File: src/rtl/joydecoder_multi.sv
// Serial joystick decoder for a daisy-chained parallel-in/serial-out chain.
// Loads the chain, clocks out NJOY*NBITS bits MSB-first, then commits a
// whole-frame snapshot to joy_state with a one-cycle frame_strobe.
module joydecoder_multi #(
  parameter int NJOY       = 2,
  parameter int NBITS      = 8,
  parameter int CLKDIV     = 4,
  parameter int GAP_TICKS  = 2,
  parameter bit ACTIVE_LOW = 1'b1
) (
  input  logic                  clk,
  input  logic                  rst_n,
  input  logic                  enable,
  input  logic                  joy_data,
  output logic                  joy_clk,
  output logic                  joy_load_n,
  output logic [NJOY*NBITS-1:0] joy_state,
  output logic                  frame_strobe
);

  localparam int TOTAL = NJOY * NBITS;
  localparam int IDX_W = $clog2(TOTAL);
  localparam int PRE_W = $clog2(CLKDIV);
  localparam int GAP_W = $clog2(GAP_TICKS + 1);

  localparam logic [IDX_W-1:0] IDX_LAST = IDX_W'(TOTAL - 1);
  localparam logic [PRE_W-1:0] PRE_LAST = PRE_W'(CLKDIV - 1);
  localparam logic [GAP_W-1:0] GAP_LAST = GAP_W'(GAP_TICKS - 1);
  localparam logic [GAP_W-1:0] GAP_SAT  = GAP_W'(GAP_TICKS);

  typedef enum logic [2:0] {
    S_GAP,
    S_LOAD,
    S_SAMPLE,
    S_HIGH,
    S_COMMIT
  } state_t;

  state_t             state;
  state_t             next_state;
  logic [PRE_W-1:0]   pre_cnt;
  logic [GAP_W-1:0]   gap_cnt;
  logic [IDX_W-1:0]   idx;
  logic [TOTAL-1:0]   shift_reg;
  logic               tick;
  logic               joy_clk_d;
  logic               joy_load_n_d;

  assign tick = (pre_cnt == PRE_LAST);

  // Prescaler: free-running tick generator, realigned at every commit.
  always_ff @(posedge clk) begin
    // NOTE: state is updated with non-blocking assignments so every flop
    // samples the pre-edge values, regardless of statement order.
    if (!rst_n) begin
      pre_cnt <= '0;
    end else if (state == S_COMMIT || tick) begin
      pre_cnt <= '0;
    end else begin
      pre_cnt <= pre_cnt + PRE_W'(1);
    end
  end

  // State register.
  always_ff @(posedge clk) begin
    if (!rst_n) begin
      state <= S_GAP;
    end else begin
      state <= next_state;
    end
  end

  // Next-state logic; GAP only exits once the gap count is complete and enable is high.
  always_comb begin
    // NOTE: default assignment first so no path leaves next_state unassigned,
    // which would otherwise infer a latch.
    next_state = state;
    unique case (state)
      S_GAP:    if (tick && enable && (gap_cnt >= GAP_LAST)) next_state = S_LOAD;
      S_LOAD:   if (tick) next_state = S_SAMPLE;
      S_SAMPLE: if (tick) next_state = S_HIGH;
      S_HIGH:   if (tick) next_state = (idx == IDX_LAST) ? S_COMMIT : S_SAMPLE;
      S_COMMIT: next_state = S_GAP;
      default:  next_state = S_GAP;
    endcase
  end

  // Output decode from the next state, so the pins come straight off flops.
  always_comb begin
    joy_clk_d    = (next_state == S_HIGH);
    joy_load_n_d = (next_state != S_LOAD);
  end

  // Registered chain controls: glitch-free, load and clock never overlap.
  always_ff @(posedge clk) begin
    if (!rst_n) begin
      joy_clk    <= 1'b0;
      joy_load_n <= 1'b1;
    end else begin
      joy_clk    <= joy_clk_d;
      joy_load_n <= joy_load_n_d;
    end
  end

  // Gap counter: counts idle ticks, saturates while scanning is disabled.
  always_ff @(posedge clk) begin
    if (!rst_n) begin
      gap_cnt <= '0;
    end else if (state == S_COMMIT) begin
      gap_cnt <= '0;
    end else if (state == S_GAP && tick && gap_cnt != GAP_SAT) begin
      gap_cnt <= gap_cnt + GAP_W'(1);
    end
  end

  // Bit index and shift capture; first bit out of the chain lands in the MSB.
  always_ff @(posedge clk) begin
    // NOTE: the shift register is reset too, so an aborted frame can never
    // leave stale bits that a later commit would expose.
    if (!rst_n) begin
      idx       <= '0;
      shift_reg <= '0;
    end else begin
      if (state == S_LOAD && tick) begin
        idx <= '0;
      end else if (state == S_HIGH && tick && idx != IDX_LAST) begin
        idx <= idx + IDX_W'(1);
      end
      if (state == S_SAMPLE && tick) begin
        shift_reg[IDX_LAST - idx] <= joy_data;
      end
    end
  end

  // Commit: only a complete frame reaches joy_state, flagged by a one-cycle strobe.
  always_ff @(posedge clk) begin
    if (!rst_n) begin
      joy_state    <= '0;
      frame_strobe <= 1'b0;
    end else begin
      frame_strobe <= (state == S_COMMIT);
      if (state == S_COMMIT) begin
        joy_state <= ACTIVE_LOW ? ~shift_reg : shift_reg;
      end
    end
  end

endmodule

File: config.mk
export PLATFORM = sky130hd
export DESIGN_NAME = joydecoder_multi
export DESIGN_NICKNAME = d
export VERILOG_FILES = /design/src/rtl/joydecoder_multi.sv
export SDC_FILE = /design/constraint.sdc
export NUM_CORES = 1
export LEC_CHECK = 0
export BUFFER_PORTS_ARGS = -buffer_cell sky130_fd_sc_hd__clkbuf_2
export CAP_MARGIN = 30
export CORE_UTILIZATION = 55
export DETAILED_ROUTE_END_ITERATION = 16
export GPL_ROUTABILITY_DRIVEN = 0
export GPL_TIMING_DRIVEN = 0
export PLACE_DENSITY_LB_ADDON = 0.08
export SLEW_MARGIN = 20
export SYNTH_ARGS = -nofsm -noshare
export SYNTH_HDL_FRONTEND = slang
export SYNTH_SLANG_ARGS = --single-unit
File: constraint.sdc
create_clock -name clk -period 1.8 [get_ports clk]
set_input_delay 0.09 -clock clk [delete_from_list [all_inputs] [get_ports clk]]
set_output_delay 0.09 -clock clk [all_outputs]
set_load 0.005 [all_outputs]
== Word level (Yosys, flattened, before mapping) ==
Cells that the tools add are included.
Storage, ports and cells
  flip-flop bits (word level): 46
  word-level logic and storage cells: 51
Operators by class
  add/subtract/negate cells: 4
  magnitude comparators: 3
  eq/ne operators: 10
  mux-type cells: 9
  bitwise gates (word level): 2
  reduce and logical (&&, ||, !) cells: 14
Operators by type and width (number)
  $bwmux W16: 1
  $not A16 Y16: 1
  $mux W3: 5
  $pmux W3 S4: 1
  $eq A3 B2 Y1 const B: 3
  $logic_and A1 B1 Y1: 9
  $reduce_or A2 Y1: 3
  $lt A4 B5 Y1 const B: 1
  $add A2 B1 Y2 const B: 2
  $add A4 B1 Y4 const B: 1
  $demux W1 S4: 1
  $eq A4 B4 Y1 const B: 1
  $ge A4 B1 Y1 const B: 1
  $ne A4 B4 Y1 const B: 1
  $sub A4 B4 Y4 const A: 1
  $eq A3 B1 Y1 const B: 1
  $eq A3 B3 Y1 const B: 1
  $logic_not A3 Y1: 1
  $ne A3 B1 Y1 const B: 1
  $eq A2 B2 Y1 const B: 1
  $ge A2 B1 Y1 const B: 1
  $ne A2 B2 Y1 const B: 1
  $logic_or A1 B1 Y1: 1
  $mux W1: 1
  $not A1 Y1: 1

== Longest topological paths before layout ==
Gate-level depths: netlist of run 1.
  word-level depth: 6
  mapped depth: 6

== Worst setup path after synthesis of run 1 ==
OpenSTA, ideal clock, no wires.
  path kind: reg-to-reg
  from: register idx[0]
  to: register idx[0]
  library setup time: 71 ps
  arrival: 1294 ps
  data required time: 1729 ps
  setup slack: 435 ps
  cell stages (with the launch flop): 5
  path through: dfxtp_1 -> ha_1 -> and3_1 -> or3_1 -> a21oi_1
On the way
  longest elaborated chain between the ends: 2
RTL lines
  start, declared: line 43  | logic [IDX_W-1:0] idx;
  start signal, assigned: line 127  | idx <= idx + IDX_W'(1);
  parallel branches: the longest is 2 deep, another holds $add A4 B1 Y4
Parallel ways; which one is timed is not known.
A chain may end at the register's enable or synchronous reset.

== Worst setup path after layout of run 1 ==
  from: register pre_cnt[0]
  to: register shift_reg[13]
On the way
  longest elaborated chain between the ends: 2
RTL lines
  start, declared: line 41  | logic [PRE_W-1:0] pre_cnt;
  start signal, assigned: line 60  | pre_cnt <= pre_cnt + PRE_W'(1);
  $eq A2 B2 Y1: line 49  | assign tick = (pre_cnt == PRE_LAST);
  $logic_and A1 B1 Y1: line 129  | if (state == S_SAMPLE && tick) begin
  end signal, assigned by index: line 130  | shift_reg[IDX_LAST - idx] <= joy_data;
  end, declared: line 44  | logic [TOTAL-1:0] shift_reg;
Every way passes these cells.

==> reports/qor.yml, run 1 <==
route:
  wire_per_inst_um: 13.6
  vias_per_cell: 5.47
  vias: 1422
  drtPass1Iterations: 4
  drt-initial-drc-count: 64
  ant_nets: 0
  drc: 0
  wl_mm: 3.53
logic_synthesis:
  synth_area_leaders: "dfxtp_1 (49%), mux2i_1 (8.6%), o2bb2ai_1 (7.5%)"
  synth_largest_area_cell: "dfxtp_1"
  syn-cell-area_um2: 1870
  ys_types: 34
  synth_edf_count: 0
  ys_seq_area_share_pct: 49.3
  synth_nets: 197
  syn_area_per_cell_um2: 10.0
  ys_warn_count: 0
  synth_ff_type: "dfxtp_1"
  syn_inst: 186
  async_flop_share_pct: 0
  netlist.area_leader.share_pct: 49.3
  ys_ff_latch: 46
grt:
  grt_pass1_wl_mm: 6.03
  grt_pass1_vias: 1415
  antenna_found_initial: 0
  grt_max_degree: 15
  grt_use_total_pct: 22.5
  grt_overflow_total: 0
floorplanning:
  die_w_um: 60.3
  die_y_um: 60.3
  core_area_um2: 3130
  die_area_um2: 3630
  fp-row-count: 20
  io_pins: 23
  start_util_pct: 59.7
sta:
  tightest_slew_ps: 450
  skew_ps: 11.1
  fin_crit_ps: 1600
  timing.final.hold_violations: 0
  max-slew-margin-rel_pct: 69.7
  drv_slew: 0
  fin_crit_sh_pct: 89.1
  max_freq_mhz: 624
  whs_ps: 89.9
  fin_setup_tns_ps: 0
  setup_viol: 0
  grt_setup_unrepaired: "false"
min_path:
  hp-class: "in2reg"
  hold-path-cell-count: 3
pwr:
  irDropWorstVdd_mv: 0.464
  p_total_mw: 1.57
  p_per_area_nw_per_um2: 750
  leakage_nw: 0.907
layout:
  final_common_cell: "dfxtp_1"
  final_cell_mix: "dfxtp_1 (46), clkbuf_2 (22), nand2_1 (19)"
  nNetsFinal: 226
  area_growth_pct: 11.8
  antennaDiodeCount: 0
  drive_gt1_share_pct: 18.5
clock_network:
  hold_buffers: 0
  numClockSinks: 46
  clock_path_buffers: 2
  tritoncts: "done"
  cts-resized-gates: 0
  root_buffer: "clkbuf_4"
  clkTransAtPathRegs_ps: 130
  cts.htree.levels: 2
  post_cts_buffers: 0
  clk_latency_ps: 350
  cts-buffers-inserted: 5
critical_path:
  critPathSlowestCell: "dfxtp_1"
  cpPeakStageDelay_ps: 360
  criticalPathCategory: "reg2reg"
  crit_chain: "ha_1, nor4bb_1, buf_2, buf_6, nand3_1, mux2i_1"
  rr_worst_depth: 6
  cp_data_arrival_time_ps: 1830
  end_kind: "flip-flop"
  crit_required_ps: 2030
  start_kind: "flip-flop"
  path_max_fanout: 10
flow_run:
  cap_viol_max_count: 0
placement:
  port_buffers: 22
  dp_hpwl_mm: 2.50
outcome:
  status: "finished, final reports clean"
## cell type report
class                           count  area (um^2)
Timing Repair Buffer               22          110
Clock buffer                        6         41.3
Multi-Input combinational cell    121          851
Sequential cell                    46          921
Fill cell                         252         1040
Tap cell                           44         55.1
Inverter                            6         22.5
Clock inverter                      2         13.8
Buffer                             13         72.6
## critical path, delay by kind of cell, from the launching register on
| family | cells | cell delay (ps) |
|---|---|---|
| AND/OR/NAND/NOR | 2 | 400 |
| adder cells (fa/ha/maj) | 1 | 190 |
| multiplexers | 1 | 140 |
| buffers and inverters | 2 | 380 |
| flip-flops | 1 | 360 |
## Yosys cell counts, types with 2 or more instances
| cell | count |
|---|---|
| ha_1 | 7 |
| nand3b_1 | 2 |
| buf_6 | 2 |
| a21oi_1 | 7 |
| o21ai_0 | 4 |
| o21ai_1 | 2 |
| inv_1 | 6 |
| o2bb2ai_1 | 16 |
| nand2_1 | 19 |
| nand4_1 | 3 |
| mux2i_1 | 16 |
| and3_1 | 2 |
| dfxtp_1 | 46 |
| nor3_1 | 3 |
| nand2b_1 | 3 |
| nor2b_1 | 6 |
| nor3b_1 | 2 |
| nand3_1 | 15 |
| buf_2 | 7 |
| clkbuf_1 | 4 |
## stage by stage
| stage | instance area, um^2 | util, % | std cells | setup WS, ps |
|---|---|---|---|---|
| 2_1_floorplan | 1870 | - | 186 | 435 |
| 3_3_place_gp | 2030 | 65.0 | 252 | 265 |
| 3_5_place_dp | 2030 | 65.0 | 252 | 198 |
| 4_1_cts | 2090 | 66.7 | 260 | 180 |
| 5_1_grt | 2090 | 66.7 | 260 | 61.8 |
| 6_report | 2090 | 66.7 | 260 | 197 |
## power breakdown
part	switching, mW	leakage [nW]	internal, mW
combinational	0.0384	0.504	0.0234
sequential	0.00324	0.371	1.03
clock	0.321	0.0322	0.154
total	0.362	0.907	1.20
## final timing paths
| path | slack [ps] | to | from |
|---|---|---|---|
| setup reg to reg | 200 | shift_reg[13] | pre_cnt[0] |
| setup / recovery | 200 | shift_reg[13] | pre_cnt[0] |
| hold / removal | 90 | gap_cnt[0] | rst_n |
| hold reg to reg | 440 | joy_state[9] | shift_reg[9] |
## routing by layer
metal	part of all wire [%]	up-vias	wire length (um)	track usage, %
met5	0	-	0	0
met4	2.3	0	80	12.6
met3	3.3	9	118	4.76
met2	44	26	1540	34.7
met1	51	664	1790	29.0
li1	-	723	-	-
## cell families after synthesis
family	share of synthesized area, %
multiplexers	8.58
AO/OA/AOI/OAI	12.8
adder cells (fa/ha/maj)	4.69
AND/OR/NAND/NOR	19.5
flip-flops	49.3
buffers and inverters	5.09
Power figures use the tool's default switching activity.
==> inputs of run 2 (changes only) <==
PLACE_DENSITY = 0.73   (was default)
PLACE_DENSITY_LB_ADDON = default   (was 0.08)
==> run 2 against run 1 <==
Non-clock buffer count unchanged. Flip-flop and latch count is the same. Critical endpoint is now shift_reg[9]. Die area unchanged. Routed wire length is 3.8% lower. Worst setup slack better by 39 ps. Global-route usage fell by 0.74 points. Sequential power barely moved. Cell count unchanged. Cell area rose by 0.42%. Largest power group unchanged. Power increased by 2.9%. Critical path depth is the same.
==> reports/qor.yml, run 2 (same netlist as run 1, synthesis figures left out) <==
sta:
  setup_viol: 0
  fin_setup_tns_ps: 0
  skew_ps: 6.77
  setup_slack_ps: 236
  max-slew-margin-rel_pct: 66.0
  fin_crit_ps: 1560
  grt_setup_unrepaired: "false"
  fin_crit_sh_pct: 86.9
  drv_slew: 0
  tightest_slew_ps: 505
  timing.final.hold_violations: 0
  max_freq_mhz: 640
  whs_ps: 82.0
floorplanning:
  die_w_um: 60.3
  die_y_um: 60.3
  core_area_um2: 3130
  start_util_pct: 59.7
  io_pins: 23
  fp-row-count: 20
  die_area_um2: 3630
layout:
  layout.cells.non_filler: 260
  antennaDiodeCount: 0
  final_cell_mix: "dfxtp_1 (46), clkbuf_2 (22), nand2_1 (19)"
  drive_gt1_share_pct: 18.5
  area_growth_pct: 12.3
  nNetsFinal: 226
  final_common_cell: "dfxtp_1"
clock_network:
  cts-resized-gates: 0
  clkTransAtPathRegs_ps: 130
  cts-buffers-inserted: 5
  tritoncts: "done"
  clk_latency_ps: 360
  clock_path_buffers: 2
  hold_buffers: 0
  root_buffer: "clkbuf_4"
  numClockSinks: 46
  cts.htree.levels: 2
  post_cts_buffers: 0
critical_path:
  critPathSlowestCell: "dfxtp_1"
  cpPeakStageDelay_ps: 350
  criticalPathCategory: "reg2reg"
  start_kind: "flip-flop"
  path_max_fanout: 10
  cp_data_arrival_time_ps: 1810
  end_kind: "flip-flop"
  r2r_start: "pre_cnt[0]"
  crit_required_ps: 2050
  crit_path_start: "pre_cnt[0]"
  crit_chain: "ha_1, nor4bb_1, buf_2, buf_6, nand3_1, mux2i_1"
grt:
  grt_pass1_vias: 1310
  grt_overflow_total: 0
  grt_use_total_pct: 21.8
  antenna_found_initial: 0
  grt_pass1_wl_mm: 5.74
  grt_max_degree: 15
pwr:
  leakage_nw: 0.910
  p_total_mw: 1.61
  p_per_area_nw_per_um2: 769
  irDropWorstVdd_mv: 0.548
placement:
  port_buffers: 22
  dp_hpwl_mm: 2.46
  place_inst: 252
  place_worst_setup_slack_ps: 266
route:
  ant_nets: 0
  vias: 1420
  drt-initial-drc-count: 104
  wire_per_inst_um: 13.1
  drc: 0
  wl_mm: 3.39
  vias_per_cell: 5.46
  drtPass1Iterations: 4
outcome:
  status: "finished, final reports clean"
flow_run:
  cap_viol_max_count: 0
min_path:
  hp-class: "in2reg"
  worstHoldStart: "rst_n"
run 2: cell count changes in the layout (fill, tap and decap cells not counted), sizes merged:
cell	before	now
clkbuf	32	33
clkinv	2	0
inv	6	7
run 2: report_power, final:
part	internal, mW	leakage [nW]	switching, mW	total [mW]
clock	0.197	0.0359	0.324	0.521
combinational	0.0231	0.504	0.0374	0.0605
sequential	1.03	0.371	0.00368	1.03
total	1.25	0.910	0.365	1.61
run 2: critical path: cells and delay by family (launching register included):
| family | cells | cell delay [ps] |
|---|---|---|
| simple gates | 2 | 410 |
| buf+inv | 2 | 380 |
| flops | 1 | 350 |
| fa+ha+maj | 1 | 170 |
| mux | 1 | 150 |
run 2: final timing paths:
check / to / slack (ps) / depth (start not counted)
worst min register to register: joy_state[3] / 440 / 1
worst max register to register: shift_reg[9] / 240 / 6
worst min-delay path: pre_cnt[0] / 80 / 3
worst max-delay path: shift_reg[9] / 240 / 6
run 2: metrics by stage:
stage          area (um^2)  util (%)
2_1_floorplan         1870         -
6_report              2100      67.0
4_1_cts               2100      67.0
3_3_place_gp          2030      65.0
5_1_grt               2100      67.0
3_5_place_dp          2030      65.0
run 2: cell type report:
class                      instances  area, um^2
clock buffer                       7        55.1
inverter                           6        22.5
fill                             271        1030
timing repair buffer              22         110
clock inverter                     1        8.76
sequential                        46         921
multi-input combinational        121         851
buffer                            13        72.6
tap                               44        55.1
run 2: routing by layer:
metal  track usage [%]  part of all wire (%)  vias up
li1                  -                     -      724
met1              28.6                    50      662
met2              32.3                    45       29
met3              6.49                   3.2        5
met4              10.3                   2.1        0
met5                 0                     0        -
==> inputs of run 3 (changes only) <==
ABC_AREA = 1   (was default)
==> run 3 against run 2 <==
Global-route usage increased by 0.30 points. Critical path type unchanged. Sequential power barely moved. Largest cell class is now multi-input gates. Maximum frequency up 10%. Critical endpoint is now idx[0]. Clock skew about the same. Clock power grew 74%.
==> reports/qor.yml, run 3 <==
logic_synthesis:
  ys_ff_latch: 46
  syn_inst: 267
  ys_types: 26
  synth_area_leaders: "dfxtp_1 (45%), nand2_1 (12%), nand3_1 (6.6%)"
  synth_nets: 278
  synth_ff_type: "dfxtp_1"
  synth.most_common_cell: "nand2_1"
  synth-simple-area-share_pct: 36.5
  synth_adder_area_share_pct: 4.27
  yosys-top-cells-count: "nand2_1 (66), dfxtp_1 (46), nor2_1 (36)"
  syn-cell-area_um2: 2050
  synth_edf_count: 0
  synth_compound_area_share_pct: 7.13
  ys_warn_count: 0
  ys_seq_area_share_pct: 44.9
  synth_xor_area_share_pct: 0.427
  synthMuxAreaShare_pct: 0
  synth_top_family_by_area: "simple AND/OR/NAND/NOR gates"
  async_flop_share_pct: 0
  synth_largest_area_cell: "dfxtp_1"
  netlist.area_leader.share_pct: 44.9
  syn_area_per_cell_um2: 7.69
sta:
  tightest_slew_ps: 455
  max-slew-margin-rel_pct: 69.7
  setup_viol: 0
  fin_crit_sh_pct: 78.7
  whs_ps: 98.0
  setup_slack_ps: 384
  fin_setup_tns_ps: 0
  drv_slew: 0
  fin_crit_ps: 1420
  max_freq_mhz: 706
  skew_ps: 6.94
  grt_setup_unrepaired: "false"
  timing.final.hold_violations: 0
layout:
  final_cell_mix: "nand2_1 (66), dfxtp_1 (46), nor2_1 (36)"
  fillerInstances: 316
  area_growth_pct: 14.6
  final_common_cell: "nand2_1"
  nNetsFinal: 306
  post-route-util_pct: 67.9
  drive_gt1_share_pct: 19.3
  antennaDiodeCount: 0
floorplanning:
  die_w_um: 63.1
  die_area_um2: 3980
  start_util_pct: 59.2
  core_area_um2: 3470
  io_pins: 23
  die_y_um: 63.1
  fp-row-count: 21
clock_network:
  cts-buffers-inserted: 5
  hold_buffers: 0
  clkTransAtPathRegs_ps: 80
  tritoncts: "done"
  clock_path_buffers: 2
  numClockSinks: 46
  cts-resized-gates: 0
  cts.htree.levels: 2
  post_cts_buffers: 0
  clk_latency_ps: 300
  root_buffer: "clkbuf_8"
pwr:
  leakage_nw: 0.924
  p_per_area_nw_per_um2: 849
  p_total_mw: 2.00
  irDropWorstVdd_mv: 0.754
route:
  vias: 1707
  drtPass1Iterations: 4
  wire_per_inst_um: 11.1
  ant_nets: 0
  drc: 0
  wl_mm: 3.78
  drt-initial-drc-count: 97
  vias_per_cell: 4.99
grt:
  grt_pass1_vias: 1564
  grt_use_total_pct: 22.1
  grt_overflow_total: 0
  antenna_found_initial: 0
  grt_max_degree: 16
  grt_pass1_wl_mm: 6.88
min_path:
  worstHoldStart: "joy_data"
  hold-path-cell-count: 3
  hp-class: "in2reg"
critical_path:
  end_kind: "flip-flop"
  rr_worst_depth: 6
  criticalPathCategory: "reg2reg"
  start_kind: "flip-flop"
  crit_path_start: "idx[0]"
  path_max_fanout: 6
  r2r_start: "idx[0]"
  cp_data_arrival_time_ps: 1610
  crit_required_ps: 1990
placement:
  place_worst_setup_slack_ps: 374
  dp_hpwl_mm: 2.82
  port_buffers: 21
outcome:
  status: "finished, final reports clean"
flow_run:
  cap_viol_max_count: 0
[run 3: power breakdown]
part	internal [mW]	switching (mW)
logic	0.0194	0.0440
clock network	0.556	0.350
registers	1.02	0.00354
[run 3: critical path, stage by stage, from the launching register on]
cell	delay [ps]
dfxtp_1	430
ha_1	310
nand3_1	200
nand3_2	170
clkinv_2	90
nand2_1	70
a21oi_1	50
[run 3: per-stage QoR]
step | instance area, um^2 | instances
CTS | 2350 | 342
detailed placement | 2220 | 334
global route | 2350 | 342
finish | 2350 | 342
global placement | 2220 | 334
floorplan | 2050 | 267
[run 3: cells by family (layout without fill, tap and decap cells)]
family                     Yosys count  after routing
and+or+nand+nor                    155            155
DFF                                 46             46
AOI/OAI and AO/OA                   29             29
buffers and inverters               29             58
adders and majority gates            7              7
xor gates and xnor gates             1              1
[run 3: per-layer routing]
layer | part of all wire, % | global-route usage (%)
met5 | 0 | 0
met4 | 2.0 | 7.27
met3 | 4.2 | 6.52
met2 | 44 | 35.1
met1 | 50 | 28.3
[run 3: cell type report]
cell class	instances	area, um^2	area share (%)
buffer	11	71.3	3.03
tap	46	57.6	2.45
inverter	18	68.8	2.92
clock buffer	5	68.8	2.92
timing repair buffer	21	105	4.47
multi-input combinational	192	992	42.2
sequential	46	921	39.1
clock inverter	3	68.8	2.92
[run 3: final timing paths]
path | end | slack, ps
setup / recovery | idx[0] | 380
hold / removal | shift_reg[1] | 100
setup reg to reg | idx[0] | 380
hold reg to reg | joy_state[11] | 450
